==> src/rtl/cf_math_pkg.sv <==
// Index-width helper shared by the adapter and its response FIFO.
package cf_math_pkg;

  function automatic int unsigned idx_width(input int unsigned num_idx);
    return (num_idx > 32'd1) ? unsigned'($clog2(num_idx)) : 32'd1;
  endfunction

endpackage

==> src/rtl/fifo_v3.sv <==
// Circular FIFO with optional fall-through; a push into a full FIFO is
// accepted when a pop happens in the same cycle.
module fifo_v3 #(
  parameter bit          FALL_THROUGH = 1'b0,
  parameter int unsigned DATA_WIDTH   = 32,
  parameter int unsigned DEPTH        = 8,
  parameter type         dtype        = logic [DATA_WIDTH-1:0],
  parameter int unsigned ADDR_DEPTH   = cf_math_pkg::idx_width(DEPTH)
) (
  input  logic                  clk_i,
  input  logic                  rst_ni,
  input  logic                  flush_i,
  input  logic                  testmode_i,
  output logic                  full_o,
  output logic                  empty_o,
  output logic [ADDR_DEPTH-1:0] usage_o,
  input  dtype                  data_i,
  input  logic                  push_i,
  output dtype                  data_o,
  input  logic                  pop_i
);

  localparam int unsigned Depth = (DEPTH > 0) ? DEPTH : 1;

  logic [ADDR_DEPTH-1:0] rd_q, rd_d, wr_q, wr_d;
  logic [ADDR_DEPTH:0]   cnt_q, cnt_d;
  logic                  we;
  logic                  unused_testmode;
  dtype                  mem_q [Depth];

  assign unused_testmode = testmode_i;
  assign full_o  = (cnt_q == (ADDR_DEPTH+1)'(Depth));
  assign empty_o = (cnt_q == '0) && !(FALL_THROUGH && push_i);
  assign usage_o = cnt_q[ADDR_DEPTH-1:0];

  always_comb begin
    rd_d   = rd_q;
    wr_d   = wr_q;
    cnt_d  = cnt_q;
    we     = 1'b0;
    data_o = mem_q[rd_q];
    if (push_i && (!full_o || pop_i)) begin
      we    = 1'b1;
      wr_d  = (wr_q == ADDR_DEPTH'(Depth - 1)) ? '0 : wr_q + ADDR_DEPTH'(1);
      cnt_d = cnt_d + (ADDR_DEPTH+1)'(1);
    end
    if (pop_i && (cnt_q != '0)) begin
      rd_d  = (rd_q == ADDR_DEPTH'(Depth - 1)) ? '0 : rd_q + ADDR_DEPTH'(1);
      cnt_d = cnt_d - (ADDR_DEPTH+1)'(1);
    end
    // Fall-through bypass: an empty FIFO hands the pushed word straight out.
    if (FALL_THROUGH && (cnt_q == '0) && push_i) begin
      data_o = data_i;
      if (pop_i) begin
        rd_d  = rd_q;
        wr_d  = wr_q;
        cnt_d = cnt_q;
        we    = 1'b0;
      end
    end
    if (flush_i) begin
      rd_d  = '0;
      wr_d  = '0;
      cnt_d = '0;
      we    = 1'b0;
    end
  end

  always_ff @(posedge clk_i or negedge rst_ni) begin
    if (!rst_ni) begin
      rd_q  <= '0;
      wr_q  <= '0;
      cnt_q <= '0;
    end else begin
      rd_q  <= rd_d;
      wr_q  <= wr_d;
      cnt_q <= cnt_d;
    end
  end

  always_ff @(posedge clk_i) begin
    if (we) mem_q[wr_q] <= data_i;
  end

endmodule

==> src/rtl/cc_ram_stream_adapter.sv <==
// Valid/ready request stream to fixed-latency RAM port adapter with a
// credit-limited, in-order response buffer.
module cc_ram_stream_adapter #(
  parameter  int unsigned NumWords  = 512,
  parameter  int unsigned DataWidth = 32,
  parameter  int unsigned ByteWidth = 8,
  parameter  int unsigned Latency   = 1,
  parameter  int unsigned FifoDepth = 2,
  localparam int unsigned AddrWidth = cf_math_pkg::idx_width(NumWords),
  localparam int unsigned BeWidth   = (DataWidth + ByteWidth - 1) / ByteWidth
) (
  input  logic                 clk_i,
  input  logic                 rst_ni,
  input  logic                 req_valid_i,
  output logic                 req_ready_o,
  input  logic                 req_we_i,
  input  logic [AddrWidth-1:0] req_addr_i,
  input  logic [DataWidth-1:0] req_wdata_i,
  input  logic [BeWidth-1:0]   req_be_i,
  output logic                 rsp_valid_o,
  input  logic                 rsp_ready_i,
  output logic [DataWidth-1:0] rsp_rdata_o,
  output logic                 rsp_we_o,
  output logic [1:0]           rsp_error_o,
  output logic                 ram_req_o,
  output logic                 ram_we_o,
  output logic [AddrWidth-1:0] ram_addr_o,
  output logic [DataWidth-1:0] ram_wdata_o,
  output logic [BeWidth-1:0]   ram_be_o,
  input  logic [DataWidth-1:0] ram_rdata_i,
  input  logic                 ram_rvalid_i,
  input  logic [1:0]           ram_rerror_i
);

  localparam int unsigned CntWidth = cf_math_pkg::idx_width(FifoDepth + 1);

  typedef logic [AddrWidth-1:0] addr_t;
  typedef logic [DataWidth-1:0] data_t;
  typedef logic [BeWidth-1:0]   be_t;
  typedef struct packed {
    logic       we;
    logic [1:0] error;
    data_t      rdata;
  } rsp_entry_t;

  logic [CntWidth-1:0] cnt_q, cnt_d;
  logic [Latency-1:0]  tag_q, tag_d;
  logic [Latency-1:0]  inflight_q, inflight_d;
  logic                accept, pop, fifo_full, fifo_empty;
  rsp_entry_t          push_entry, pop_entry;
  logic [cf_math_pkg::idx_width(FifoDepth)-1:0] unused_usage;

  assign req_ready_o = (cnt_q < CntWidth'(FifoDepth));
  assign accept      = req_valid_i && req_ready_o;

  assign ram_req_o   = accept;
  assign ram_we_o    = req_we_i;
  assign ram_addr_o  = addr_t'(req_addr_i);
  assign ram_wdata_o = data_t'(req_wdata_i);
  assign ram_be_o    = be_t'(req_be_i);

  assign rsp_valid_o = !fifo_empty;
  assign pop         = rsp_valid_o && rsp_ready_i;

  always_comb begin
    cnt_d = cnt_q;
    if (accept && !pop) begin
      cnt_d = cnt_q + CntWidth'(1);
    end else if (!accept && pop) begin
      cnt_d = cnt_q - CntWidth'(1);
    end
  end

  // Stage 0 captures the accepted request; stage Latency-1 lines up with rvalid.
  always_comb begin
    tag_d         = '0;
    inflight_d    = '0;
    tag_d[0]      = accept && req_we_i;
    inflight_d[0] = accept;
    for (int unsigned i = 1; i < Latency; i++) begin
      tag_d[i]      = tag_q[i-1];
      inflight_d[i] = inflight_q[i-1];
    end
  end

  always_ff @(posedge clk_i or negedge rst_ni) begin
    if (!rst_ni) begin
      cnt_q      <= '0;
      tag_q      <= '0;
      inflight_q <= '0;
    end else begin
      cnt_q      <= cnt_d;
      tag_q      <= tag_d;
      inflight_q <= inflight_d;
    end
  end

  always_comb begin
    push_entry.we    = tag_q[Latency-1];
    push_entry.error = tag_q[Latency-1] ? 2'b00 : ram_rerror_i;
    push_entry.rdata = tag_q[Latency-1] ? '0 : ram_rdata_i;
  end

  fifo_v3 #(
    .FALL_THROUGH (1'b0),
    .DATA_WIDTH   ($bits(rsp_entry_t)),
    .DEPTH        (FifoDepth),
    .dtype        (rsp_entry_t)
  ) i_rsp_fifo (
    .clk_i      (clk_i),
    .rst_ni     (rst_ni),
    .flush_i    (1'b0),
    .testmode_i (1'b0),
    .full_o     (fifo_full),
    .empty_o    (fifo_empty),
    .usage_o    (unused_usage),
    .data_i     (push_entry),
    .push_i     (ram_rvalid_i),
    .data_o     (pop_entry),
    .pop_i      (pop)
  );

  assign rsp_we_o    = pop_entry.we;
  assign rsp_error_o = pop_entry.error;
  assign rsp_rdata_o = pop_entry.rdata;

  a_no_push_full: assert property (@(posedge clk_i) disable iff (!rst_ni)
    ram_rvalid_i |-> (!fifo_full || pop));
  a_rvalid_inflight: assert property (@(posedge clk_i) disable iff (!rst_ni)
    ram_rvalid_i |-> inflight_q[Latency-1]);
  a_cnt_bound: assert property (@(posedge clk_i) disable iff (!rst_ni)
    cnt_q <= CntWidth'(FifoDepth));

endmodule

==> config.mk <==
export PLATFORM = sky130hd
export DESIGN_NAME = cc_ram_stream_adapter
export DESIGN_NICKNAME = d
export VERILOG_FILES = /design/src/rtl/cf_math_pkg.sv /design/src/rtl/fifo_v3.sv /design/src/rtl/cc_ram_stream_adapter.sv
export SDC_FILE = /design/constraint.sdc
export NUM_CORES = 1
export LEC_CHECK = 0
export BUFFER_PORTS_ARGS = -buffer_cell sky130_fd_sc_hd__clkbuf_2
export CORE_ASPECT_RATIO = 2
export CORE_UTILIZATION = 50
export DETAILED_ROUTE_END_ITERATION = 8
export PLACE_DENSITY = 0.85
export SETUP_SLACK_MARGIN = 0.4
export SLEW_MARGIN = 10
export SYNTH_ARGS = -nofsm -noshare
export SYNTH_HDL_FRONTEND = slang
export SYNTH_HIERARCHICAL = 1
export SYNTH_SLANG_ARGS = --single-unit
==> constraint.sdc <==
create_clock -name clk_i -period 6.99 [get_ports clk_i]
set_input_delay 1.398 -clock clk_i [delete_from_list [all_inputs] [get_ports clk_i]]
set_output_delay 1.398 -clock clk_i [all_outputs]
set_load 0.05 [all_outputs]
# ---- Word-level counts from Yosys, hierarchy flattened
# Memories as Yosys holds them, arrays and structs flattened.
# Cells that the tools add are included.
# Widths: inputs -> output; s select.
dict set report op_classes {
  n_addsub 6
  n_lt_le_gt_ge 1
  eq_ne 1
  mux 11
  n_reduce_logical 15
}
# cell n
set ops {}
lappend ops {{$mux 32} 1}
lappend ops {{$mux 2} 5}
lappend ops {{$logic_and 1x1->1} 7}
lappend ops {{$mux 1} 5}
lappend ops {{$add 2x1->2 const B} 2}
lappend ops {{$logic_not 1->1} 4}
lappend ops {{$reduce_bool 2->1} 2}
lappend ops {{$sub 2x1->2 const B} 2}
lappend ops {{$add 1x1->1 const B} 2}
lappend ops {{$eq 2x2->1 const B} 1}
lappend ops {{$logic_not 2->1} 1}
lappend ops {{$lt 2x2->1 const B} 1}
lappend ops {{$logic_or 1x1->1} 1}
dict set report word_totals {
  reg_bits 7
  ramBits 70
  in_bits 85
  output_inout_bits 84
  n_memories 1
}
# name words word_bits read_ports rd_clocked_by_memory_dff wr line_no
set mem_list {}
lappend mem_list {i_rsp_fifo.mem_q 2 35 1 0 1 fifo_v3.sv:29} ;# dtype mem_q [Depth];

# ---- Depth between registers and ports, before layout
# Gate-level depths: netlist of the first run.
dict set report logic_depth {
  ltp_word 8
  mapped_depth 10
  depth_no_buf 9
}

# ---- Hierarchy
# Netlist of the first run, hierarchy kept.
# module instances cells_per_inst area_per_inst_um2 seq_area_each_um2
set by_module_without_submodules {}
lappend by_module_without_submodules {fifo_v3 1 143 2832.7 2202.1}
lappend by_module_without_submodules {cc_ram_stream_adapter 1 98 721.9 75.1}

# ---- Worst setup path after synthesis of the first run
# No wires, ideal clock.
dict set report synth_timing {
  path_type {input port to flip-flop}
  from {input rsp_ready_i}
  to {memory i_rsp_fifo/mem_q[1][0] (netlist bit), enable pin}
  setup_ns 0.478
  t_arrival_ns 4.330
  required_ns 6.512
  setup_slack_ns 2.182
  stages 4
  path_cell_list {nand2_1 inv_1 o21ai_2 nor3b_1}
}
dict set report synth_via {
  elab_chain_len 6
}
# item line_no
set synth_rtl {}
lappend synth_rtl {{start, declared} cc_ram_stream_adapter.sv:21} ;# input logic rsp_ready_i,
lappend synth_rtl {{$logic_and 1x1->1} cc_ram_stream_adapter.sv:63} ;# assign pop = rsp_valid_o && rsp_ready_i;
lappend synth_rtl {{via pop} cc_ram_stream_adapter.sv:49} ;# logic accept, pop, fifo_full, fifo_empty;
lappend synth_rtl {{$logic_or 1x1->1} fifo_v3.sv:42} ;# if (push_i && (!full_o || pop_i)) begin
lappend synth_rtl {{$logic_and 1x1->1} fifo_v3.sv:42}
lappend synth_rtl {{$mux 1} fifo_v3.sv:42}
lappend synth_rtl {{$mux 1} fifo_v3.sv:82} ;# if (we) mem_q[wr_q] <= data_i;
lappend synth_rtl {{$mux 1 (not written as such)} fifo_v3.sv:82}
lappend synth_rtl {{end, declared} fifo_v3.sv:29}
# The timed path passes the listed nets, and every way through them passes these cells.

# ---- Final worst setup path of the first run
dict set report layout_timing {
  from {input req_valid_i}
  to {output ram_req_o}
}
dict set report layout_via {
  elab_chain_len 1
}
# item line_no
set layout_rtl {}
lappend layout_rtl {{start, declared} cc_ram_stream_adapter.sv:14} ;# input logic req_valid_i,
lappend layout_rtl {{$logic_and 1x1->1} cc_ram_stream_adapter.sv:54} ;# assign accept = req_valid_i && req_ready_o;
lappend layout_rtl {{end, declared} cc_ram_stream_adapter.sv:25} ;# output logic ram_req_o,
# Every way passes these cells.

==> results of run 1 <==
## cell usage after synthesis, drive strengths merged (3+ instances only)
cell and n:
nor2b 36, edfxtp 70, buf 55, xnor2 5, nor3b 3, mux2 35, nor2 6, inv 6
nor3 3, dfrtp 7, ha 3
## final timing paths
kind | start | to | cells past startpoint
max | req_valid_i | ram_req_o | 3
min | cnt_q[0] | cnt_q[0] | 1
max reg2reg | i_rsp_fifo/cnt_q[0] | i_rsp_fifo/mem_q[1][22] | 8
min reg2reg | cnt_q[0] | cnt_q[0] | 1
max in group asynchronous | rst_ni | i_rsp_fifo/rd_q | 1
min in group asynchronous | rst_ni | cnt_q[1] | 1
## layout by cell type (no fill, tap or decap), drive strengths merged
cell    count
or3         1
nand2       2
dfrtp       7
mux2i       2
clkbuf     90
xor2        2
edfxtp     70
nor3        3
mux2       35
nor2b      36
xnor2       5
o21ai       1
nor3b       3
clkinv      4
and2        1
nor2        6
ha          3
nand4       2
conb        2
inv         6
buf         3
## final cells by class
type                       instances  area, um2
inverter                           6       22.5
multi-input combinational        104        871
clock inverter                     4       15.0
fill                             606       2940
clock buffer                      12        236
tap                               90        113
sequential                        77       2280
timing repair buffer              81        413
## registers in the layout (all words and copies together), names as in the netlist
register / cells
cnt_q: 2
i_rsp_fifo/cnt_q: 2
i_rsp_fifo/mem_q: 70
i_rsp_fifo/rd_q: 1
i_rsp_fifo/wr_q: 1
tag_q: 1
## cells by family after synthesis
family / synth area share [%]
simple gates: 9.15
other cells: 0.105
xor+xnor: 1.72
flops: 64.1
compound gates: 0.246
mux: 11.7
buf+inv: 12.0
fa+ha+maj: 1.06
## critical path, cell delays in order
cell      delay, ns
clkbuf_2       0.07
nor2b_1        0.20
clkbuf_2       0.31
## per-stage QoR
step,instance area (um2),utilization (%),instances,hold WS [ns]
6_report,3950,57.3,374,0.495
5_1_grt,3950,57.3,374,0.522
4_1_cts,3940,57.2,374,0.497
3_5_place_dp,3690,53.6,358,0.486
3_3_place_gp,3690,53.6,358,0.479
2_1_floorplan,3560,-,242,0.465
## per-layer routing
metal / GRT usage (%) / up-vias / share of wire [%]
li1: - / 871 / -
met4: 12.8 / 0 / 3.7
met3: 5.12 / 21 / 5.2
met1: 16.7 / 891 / 35
met5: 0 / - / 0
met2: 29.2 / 71 / 56
## power by group through the flow
stage / Sequential, uW / Combinational (uW) / Clock, uW
2_1_floorplan: 596 / 472 / 0
4_1_cts: 611 / 479 / 398
6_report: 610 / 476 / 386
3_5_place_dp: 620 / 476 / 0
5_1_grt: 618 / 507 / 414
3_3_place_gp: 616 / 467 / 0
==> reports/metrics.yaml, run 1 <==
area_delta_synth_final_pct: 11.1
critical_path_class: "in -> out"
synth_top_cell_area_share_pct: 59.1
reg2reg_slack_ns: 4.07
antennaDiodeCount: 0
via_count: 1854
setup_slack_ns: 3.61
layout.nets: 367
relSlewSlack_pct: 27.2
grt_overflow_total: 0
cp.required_ns: 5.59
antenna_found_initial: 0
fmax_ghz: 0.296
totalWireLength_um: 5800
first_pass_iters: 4
placement.io_buffers: 78
maxCapViolations: 0
drive_gt1_share_pct: 40.8
cts_resized: 0
powerDensity_nw_per_um2: 373
min_period_ns: 3.38
fin_setup_tns_ns: 0
drt-vias-per-instance: 4.96
grt_usage_pct: 17.3
p_clk_share_pct: 26.2
io_pins: 169
place.gp.congestion: 0.697
final_max_slew_viol_count: 0
grt_start_max_net_pins: 37
drc: 0
switching_share_pct: 35.5
worstMarginPinSlew_ns: 1.09
p_comb_share_pct: 32.4
cts_tree: "built"
cts_buffers: 9
wl_per_cell_um: 15.5
cts-hold-fix-buffers: 0
synthTopCellsByArea: "edfxtp_1 59%, buf_4 10%, mux2_2 6.7%, nor2b_1 6.2%, dfrtp_1 4.9%"
cts_sinks: 77
cts_setup_buffers: 0
ys_ff_latch: 77
ys_seq_area_share_pct: 64.1
async_flop_share_pct: 9.09
clk_path_buf_depth: 2
fin_skew_ns: 0.00486
worst_ep_arrival_time_ns: 1.98
fp.dieW_um: 61.6
core_um2: 6890
die-area_um2: 7470
root_buffer: "clkbuf_16"
synth_top_flop_cell: "edfxtp_1"
setup_viol: 0
htreeDepth: 3
synth_top_area_cell: "edfxtp_1"
p_int_uw: 949
endpoint_kind: "output pin"
power.leakage_uw: 0.00154
drtIter0Drc: 51
synth.avg_cell_area_um2: 14.7
period_share_pct: 48.4
path_max_fanout: 3
p_sw_uw: 523
drtAntennaViolNets: 0
yosysWarnings: 6
ir_drop_mv: 0.256
syn-instance-count: 241
dp_hpwl_um: 4010
hold_violations: 0
insertion_delay_ns: 0.32
grt_pass1_wl_um: 8890
place_ws_ns: 3.36
syn_area_um2: 3550
sequentialPowerShare_pct: 41.5
start_kind: "input port"
status: "complete, no violations"
fp.dieH_um: 121
rsz0062_at_grt: "false"
hold_class: "reg -> reg"
power_uw: 1470
synth_cell_type_count: 23
synth_enable_flop_cells: 70
path_clk_slew_ns: 0.05
start_util_pct: 51.6
grt_pass1_vias: 1925
fp-row-count: 43
No activity file was read; power rests on OpenSTA's default activity.
==> inputs of run 2 (changes only) <==
CORE_UTILIZATION = 42   (was 50)
PLACE_DENSITY = 0.76   (was 0.85)
clock period = 2.8 ns   (was 6.99 ns; I/O delays follow)
==> run 2 against run 1 <==
  * Hold slack got worse by 0.42 ns
  * Register-to-register slack worse by 3.3 ns
  * Largest power group unchanged
  * Sequential cell count unchanged
  * Non-clock buffer count grew 2
  * Sequential power up 150%
  * Clock-buffer cell count rose by 2
  * Sequential share of layout area down 1.5 points
  * Highest routed layer unchanged
  * Die area up 19%
==> reports/metrics.yaml, run 2 (same netlist as run 1, synthesis figures left out) <==
fp-row-count: 47  # was 43
grt_pass1_vias: 1995  # was 1,925
final_cell_mix: "78 x clkbuf_2, 70 x edfxtp_1, 35 x nor2b_1"  # unchanged
fin_setup_tns_ns: 0  # unchanged
reg2reg_from: "i_rsp_fifo/cnt_q[0]"  # unchanged
powerDensity_nw_per_um2: 943  # was 373 nW/um2
dp_hpwl_um: 4160  # was 4010 um
ir_drop_mv: 0.437  # was 0.256 mV
drtAntennaViolNets: 0  # unchanged
root_buffer: "clkbuf_16"  # unchanged
start_kind: "flip-flop"  # was input port
drc: 0  # unchanged
die-area_um2: 8860  # was 7470 um2
worst_ep_arrival_time_ns: 1.75  # was 1.98 ns
final_max_slew_viol_count: 0  # unchanged
cp.required_ns: 2.24  # was 5.59 ns
totalWireLength_um: 6100  # was 5800 um
layout.nets: 369  # was 367
drtIter0Drc: 71  # was 51
grt_usage_pct: 14.8  # was 17.3%
ff2ff_path_depth: 8  # unchanged
fp.dieW_um: 67.1  # was 61.6 um
period_share_pct: 82.3
power.leakage_uw: 0.00157  # was 0.00154 uW
setup_viol: 0  # unchanged
insertion_delay_ns: 0.33  # was 0.32 ns
place.gp.congestion: 0.710  # was 0.697
wl_per_cell_um: 15.9  # was 15.5 um
min_period_ns: 2.31
path_clk_slew_ns: 0.05  # about the same
regMostFlops: "i_rsp_fifo/mem_q"  # unchanged
maxCapViolations: 0  # unchanged
clk_path_buf_depth: 2  # unchanged
critical_path_class: "reg -> out"  # was in -> out
rsz0062_at_grt: "false"  # unchanged
hold_violations: 0  # unchanged
fmax_ghz: 0.434
fin_skew_ns: 0.00738  # was 0.00486 ns
cts_sinks: 77  # unchanged
endpoint_kind: "output pin"  # unchanged
grt_start_max_net_pins: 37  # unchanged
grt_overflow_total: 0  # unchanged
drive_gt1_share_pct: 44.1  # was 40.8%
final_common_cell: "clkbuf_2"  # unchanged
cts_tree: "built"  # unchanged
placement.io_buffers: 78  # unchanged
whs_ns: 0.0727  # was 0.495 ns
start_util_pct: 43.2  # was 51.6%
first_pass_iters: 4  # unchanged
drt-vias-per-instance: 4.82  # was 4.96
critical_path.startpoint: "i_rsp_fifo/rd_q"  # was req_valid_i
fp.dieH_um: 132  # was 121 um
cts_buffers: 9  # unchanged
reg_top3: "i_rsp_fifo/mem_q: 70 flops, cnt_q: 2 flops, i_rsp_fifo/cnt_q: 2 flops"  # unchanged
via_count: 1849  # was 1,854
reg2reg_slack_ns: 0.77  # was 4.07 ns
largest_reg_flops: 70  # unchanged
antennaDiodeCount: 0  # unchanged
path_max_fanout: 19  # was 3
htreeDepth: 3  # unchanged
hold_class: "in -> async"  # was reg -> reg
area_delta_synth_final_pct: 14.1  # was 11.1%
status: "complete, no violations"  # unchanged
r2r_end: "i_rsp_fifo/mem_q[1][8]"  # was i_rsp_fifo/mem_q[1][22]
antenna_found_initial: 0  # unchanged
grt_pass1_wl_um: 9310  # was 8890 um
core_um2: 8230  # was 6890 um2
cts_setup_buffers: 0  # unchanged
io_pins: 169  # unchanged
run 2: cell types whose count changed in the layout (fill, tap and decap cells not counted), sizes merged:
| cell | delta |
|---|---|
| clkinv | -3 |
| inv | -1 |
| clkinvlp | +2 |
| clkbuf | +2 |
| buf | +2 |
run 2: timing repair:
action	4_1_cts	5_1_grt
resized for setup	1	0
setup endpoints to repair	4	0
hold buffers	0	0
hold endpoints to repair	0	0
run 2: power breakdown:
part / total, uW / internal, uW / switching [uW]
clock network: 1050 / 646 / 400
logic: 1280 / 405 / 872
registers: 1500 / 1430 / 76.5
run 2: area by class of cell:
cell class / instances / area [um2]
Clock buffer: 14 / 264
Clock inverter: 2 / 11.3
Fill cell: 763 / 4180
Inverter: 6 / 26.3
Multi-Input combinational cell: 104 / 900
Sequential cell: 77 / 2280
Tap cell: 98 / 123
Timing Repair Buffer: 83 / 453
run 2: how the worst max path moves through the flow:
stage,endpoint,slack [ns]
2_1_floorplan,i_rsp_fifo/mem_q[1][0],0.32
3_3_place_gp,rsp_rdata_o[1],0.75
3_5_place_dp,rsp_rdata_o[1],0.73
4_1_cts,rsp_rdata_o[1],0.47
5_1_grt,rsp_rdata_o[6],0.44
6_report,rsp_rdata_o[1],0.49
run 2: worst max-delay path: stages, from the launching register on:
cell,delay [ns]
dfrtp_4,0.59
buf_12,0.21
mux2_1,0.36
clkbuf_2,0.25
run 2: metrics by stage:
stage | area (um2) | utilization, % | power [uW] | instances | setup slack (ns)
3_5_place_dp | 3780 | 45.9 | 2810 | 368 | 0.735
3_3_place_gp | 3780 | 45.9 | 2790 | 368 | 0.752
4_1_cts | 4060 | 49.3 | 3870 | 384 | 0.468
5_1_grt | 4060 | 49.3 | 3990 | 384 | 0.438
6_report | 4060 | 49.3 | 3830 | 384 | 0.495
2_1_floorplan | 3610 | - | 2710 | 242 | 0.320
run 2: layer usage:
metal / wire [um] / global-route usage, % / vias up
li1: - / - / 871
met1: 2150 / 13.3 / 881
met2: 3280 / 25.2 / 61
met3: 315 / 3.89 / 36
met4: 345 / 13.0 / 0
met5: 0 / 0 / -
==> inputs of run 3 (changes only) <==
CORE_UTILIZATION = 46   (was 42)
PLACE_DENSITY = 0.79   (was 0.76)
clock period = 2.15 ns   (was 2.8 ns; I/O delays follow)
==> run 3 against run 2 <==
  * Cell area is 17% higher
  * Register-to-register slack got worse by 0.55 ns
  * Via count grew 10%
  * First-iteration DRC count grew 30%
  * Utilization is 14 points higher
  * Sequential power increased by 29%
  * Global-route usage grew 2.2 points
  * Power increased by 52%
  * Sequential share of layout area down 8.3 points
  * Die area is 8.5% lower
  * Final cell count increased by 8.1%
  * Critical endpoint is now rsp_rdata_o[14]
  * Largest cell class unchanged
  * Highest routed layer unchanged
==> reports/metrics.yaml, run 3 (same netlist as run 1, synthesis figures left out) <==
status: "complete, no violations"  # unchanged
area_delta_synth_final_pct: 33.8  # was 14.1%
grt_pass1_wl_um: 9910  # was 9310 um
final_max_slew_viol_count: 0  # unchanged
powerDensity_nw_per_um2: 1220  # was 943 nW/um2
ir_drop_mv: 0.763  # was 0.437 mV
final_cell_mix: "70 x edfxtp_1, 42 x clkbuf_2, 34 x nor2b_1"  # was 78 x clkbuf_2, 70 x edfxtp_1, 35 x nor2b_1
power.leakage_uw: 0.00187  # was 0.00157 uW
fp-row-count: 45  # was 47
dp_hpwl_um: 4160  # about the same
hold_depth: 2
worst_ep_arrival_time_ns: 1.51  # was 1.75 ns
hold_class: "in -> reg"  # was in -> async
dpl_cell_area_um2: 3800  # was 3780 um2
hold_violations: 0  # unchanged
cts_sinks: 77  # unchanged
grt_overflow_total: 0  # unchanged
drt-vias-per-instance: 4.92  # was 4.82
totalWireLength_um: 7100  # was 6100 um
clk_path_buf_depth: 2  # unchanged
maxCapViolations: 0  # unchanged
slowest_delay_ns: 0.40  # was 0.59 ns
drive_gt1_share_pct: 53.0  # was 44.1%
htreeDepth: 3  # unchanged
core_um2: 7540  # was 8230 um2
place.gp.congestion: 0.725  # was 0.710
first_pass_iters: 4  # unchanged
fp.dieH_um: 126  # was 132 um
antenna_found_initial: 0  # unchanged
hold_path_startpoint: "req_we_i"
endpoint_kind: "output pin"  # unchanged
crit_family: "flip-flops"  # unchanged
grt_pass1_vias: 2107  # was 1,995
fin_cells: 415  # was 384
crit_chain: "buf_12 -> mux2_2 -> clkbuf_4"  # was buf_12 -> mux2_1 -> clkbuf_2
final_common_cell: "edfxtp_1"  # was clkbuf_2
reg2reg_slack_ns: 0.22  # was 0.77 ns
setup_viol: 0  # unchanged
root_buffer: "clkbuf_16"  # unchanged
place_ws_ns: -0.00782  # was 0.735 ns
antennaDiodeCount: 0  # unchanged
drtIter0Drc: 92  # was 71
holdPathEnd: "tag_q"
fmax_ghz: 0.516
grt_usage_pct: 17.0  # was 14.8%
path_clk_slew_ns: 0.05  # about the same
cp_slowest_cell: "dfrtp_2"  # was dfrtp_4
rsz0062_at_grt: "true"  # was false
insertion_delay_ns: 0.33  # about the same
final_cell_area_um2: 4750  # was 4060 um2
cp.required_ns: 1.72  # was 2.24 ns
start_util_pct: 47.1  # was 43.2%
wl_per_cell_um: 17.1  # was 15.9 um
via_count: 2043  # was 1,849
fin_setup_tns_ns: 0  # unchanged
reg_top3: "i_rsp_fifo/mem_q: 70 flops, cnt_q: 2 flops, i_rsp_fifo/cnt_q: 2 flops"  # unchanged
critical_path_class: "reg -> out"  # unchanged
period_share_pct: 90.1
ff2ff_path_depth: 11  # was 8
fillCellCount: 591  # was 763
cts_buffers: 9  # unchanged
drc: 0  # unchanged
fin_skew_ns: 0.00261  # was 0.00738 ns
min_period_ns: 1.94
fp.dieW_um: 64.2  # was 67.1 um
dp_cells: 369  # was 368
setup_slack_ns: 0.212  # was 0.495 ns
path_depth: 3  # unchanged
largest_reg_flops: 70  # unchanged
placement.io_buffers: 78  # unchanged
cts_tree: "built"  # unchanged
layout.nets: 404  # was 369
grt_start_max_net_pins: 37  # unchanged
power_uw: 5800  # was 3830 uW
path_max_fanout: 19  # unchanged
io_pins: 169  # unchanged
regMostFlops: "i_rsp_fifo/mem_q"  # unchanged
start_kind: "flip-flop"  # unchanged
r2r_end: "i_rsp_fifo/mem_q[1][1]"  # was i_rsp_fifo/mem_q[1][8]
die-area_um2: 8100  # was 8860 um2
reg2reg_from: "i_rsp_fifo/cnt_q[0]"  # unchanged
cp_num_buf_inv: 2  # unchanged
drtAntennaViolNets: 0  # unchanged
==> run 3: cell types whose count changed in the layout (fill, tap and decap cells not counted), moves of 2 or more <==
cell       before  now
clkbuf_2       78   42
buf_4           3   31
buf_6           0   15
clkbuf_4        0   13
buf_12          2    8
clkbuf_16       9   13
buf_16          0    3
clkbuf_1        3    0
bufinv_16       0    2
clkbuf_8        2    0
clkinv_2        0    2
==> run 3: report_power, final <==
part           total [uW]  switching, uW  internal [uW]
Combinational        2320           1330            989
Clock                1560            550           1010
Sequential           1930           74.4           1850
Total                5800           1950           3850
==> run 3: worst reg2reg max path: stages (launching register included) <==
cell	delay [ns]
dfrtp_1	0.37
inv_2	0.07
ha_4	0.17
clkinvlp_4	0.10
nand2_4	0.06
inv_4	0.07
o21ai_4	0.07
buf_6	0.12
nor3b_4	0.22
buf_6	0.17
buf_12	0.12
buf_12	0.11
==> run 3: final cells by class <==
| cell class | count | area, um2 | area share, % |
|---|---|---|---|
| well taps | 94 | 118 | 2.47 |
| inverters | 6 | 28.8 | 0.605 |
| repair buffers | 118 | 1080 | 22.7 |
| clock inverters | 7 | 90.1 | 1.89 |
| clock buffers | 9 | 225 | 4.74 |
| flip-flops and latches | 77 | 2280 | 47.9 |
| multi-input cells | 104 | 937 | 19.7 |
==> run 3: per-stage QoR <==
step | hold WS, ns | utilization, %
finish | 0.359 | 63.0
global route | 0.353 | 63.0
CTS | 0.317 | 59.4
detailed placement | 0.281 | 50.4
global placement | 0.279 | 50.4
floorplan | 0.134 | -
==> run 3: timing repair <==
action | 4_1_cts | 5_1_grt
gates cloned | 3 | 5
setup buffers | 14 | 7
endpoints found under the setup margin | 106 | 92
hold buffers | 1 | 0
endpoints found under the hold margin | 7 | 0
resized for setup | 48 | 50
pin swaps | 3 | 11
==> run 3: per-layer routing <==
layer  global-route usage (%)  share of wire (%)  vias up
li1                         -                  -      943
met1                     15.0                 34      996
met2                     31.5                 57       74
met3                     4.68                5.2       30
met4                     12.2                4.6        0
met5                        0                  0        -
==> run 3: worst max path at each step <==
stage | startpoint | to
global route | i_rsp_fifo/cnt_q[0] | i_rsp_fifo/mem_q[1][28]
CTS | i_rsp_fifo/rd_q | rsp_rdata_o[13]
finish | i_rsp_fifo/rd_q | rsp_rdata_o[14]
global placement | i_rsp_fifo/cnt_q[1] | i_rsp_fifo/mem_q[0][2]
detailed placement | i_rsp_fifo/cnt_q[1] | i_rsp_fifo/mem_q[0][2]
floorplan | i_rsp_fifo/cnt_q[0] | i_rsp_fifo/mem_q[1][0]
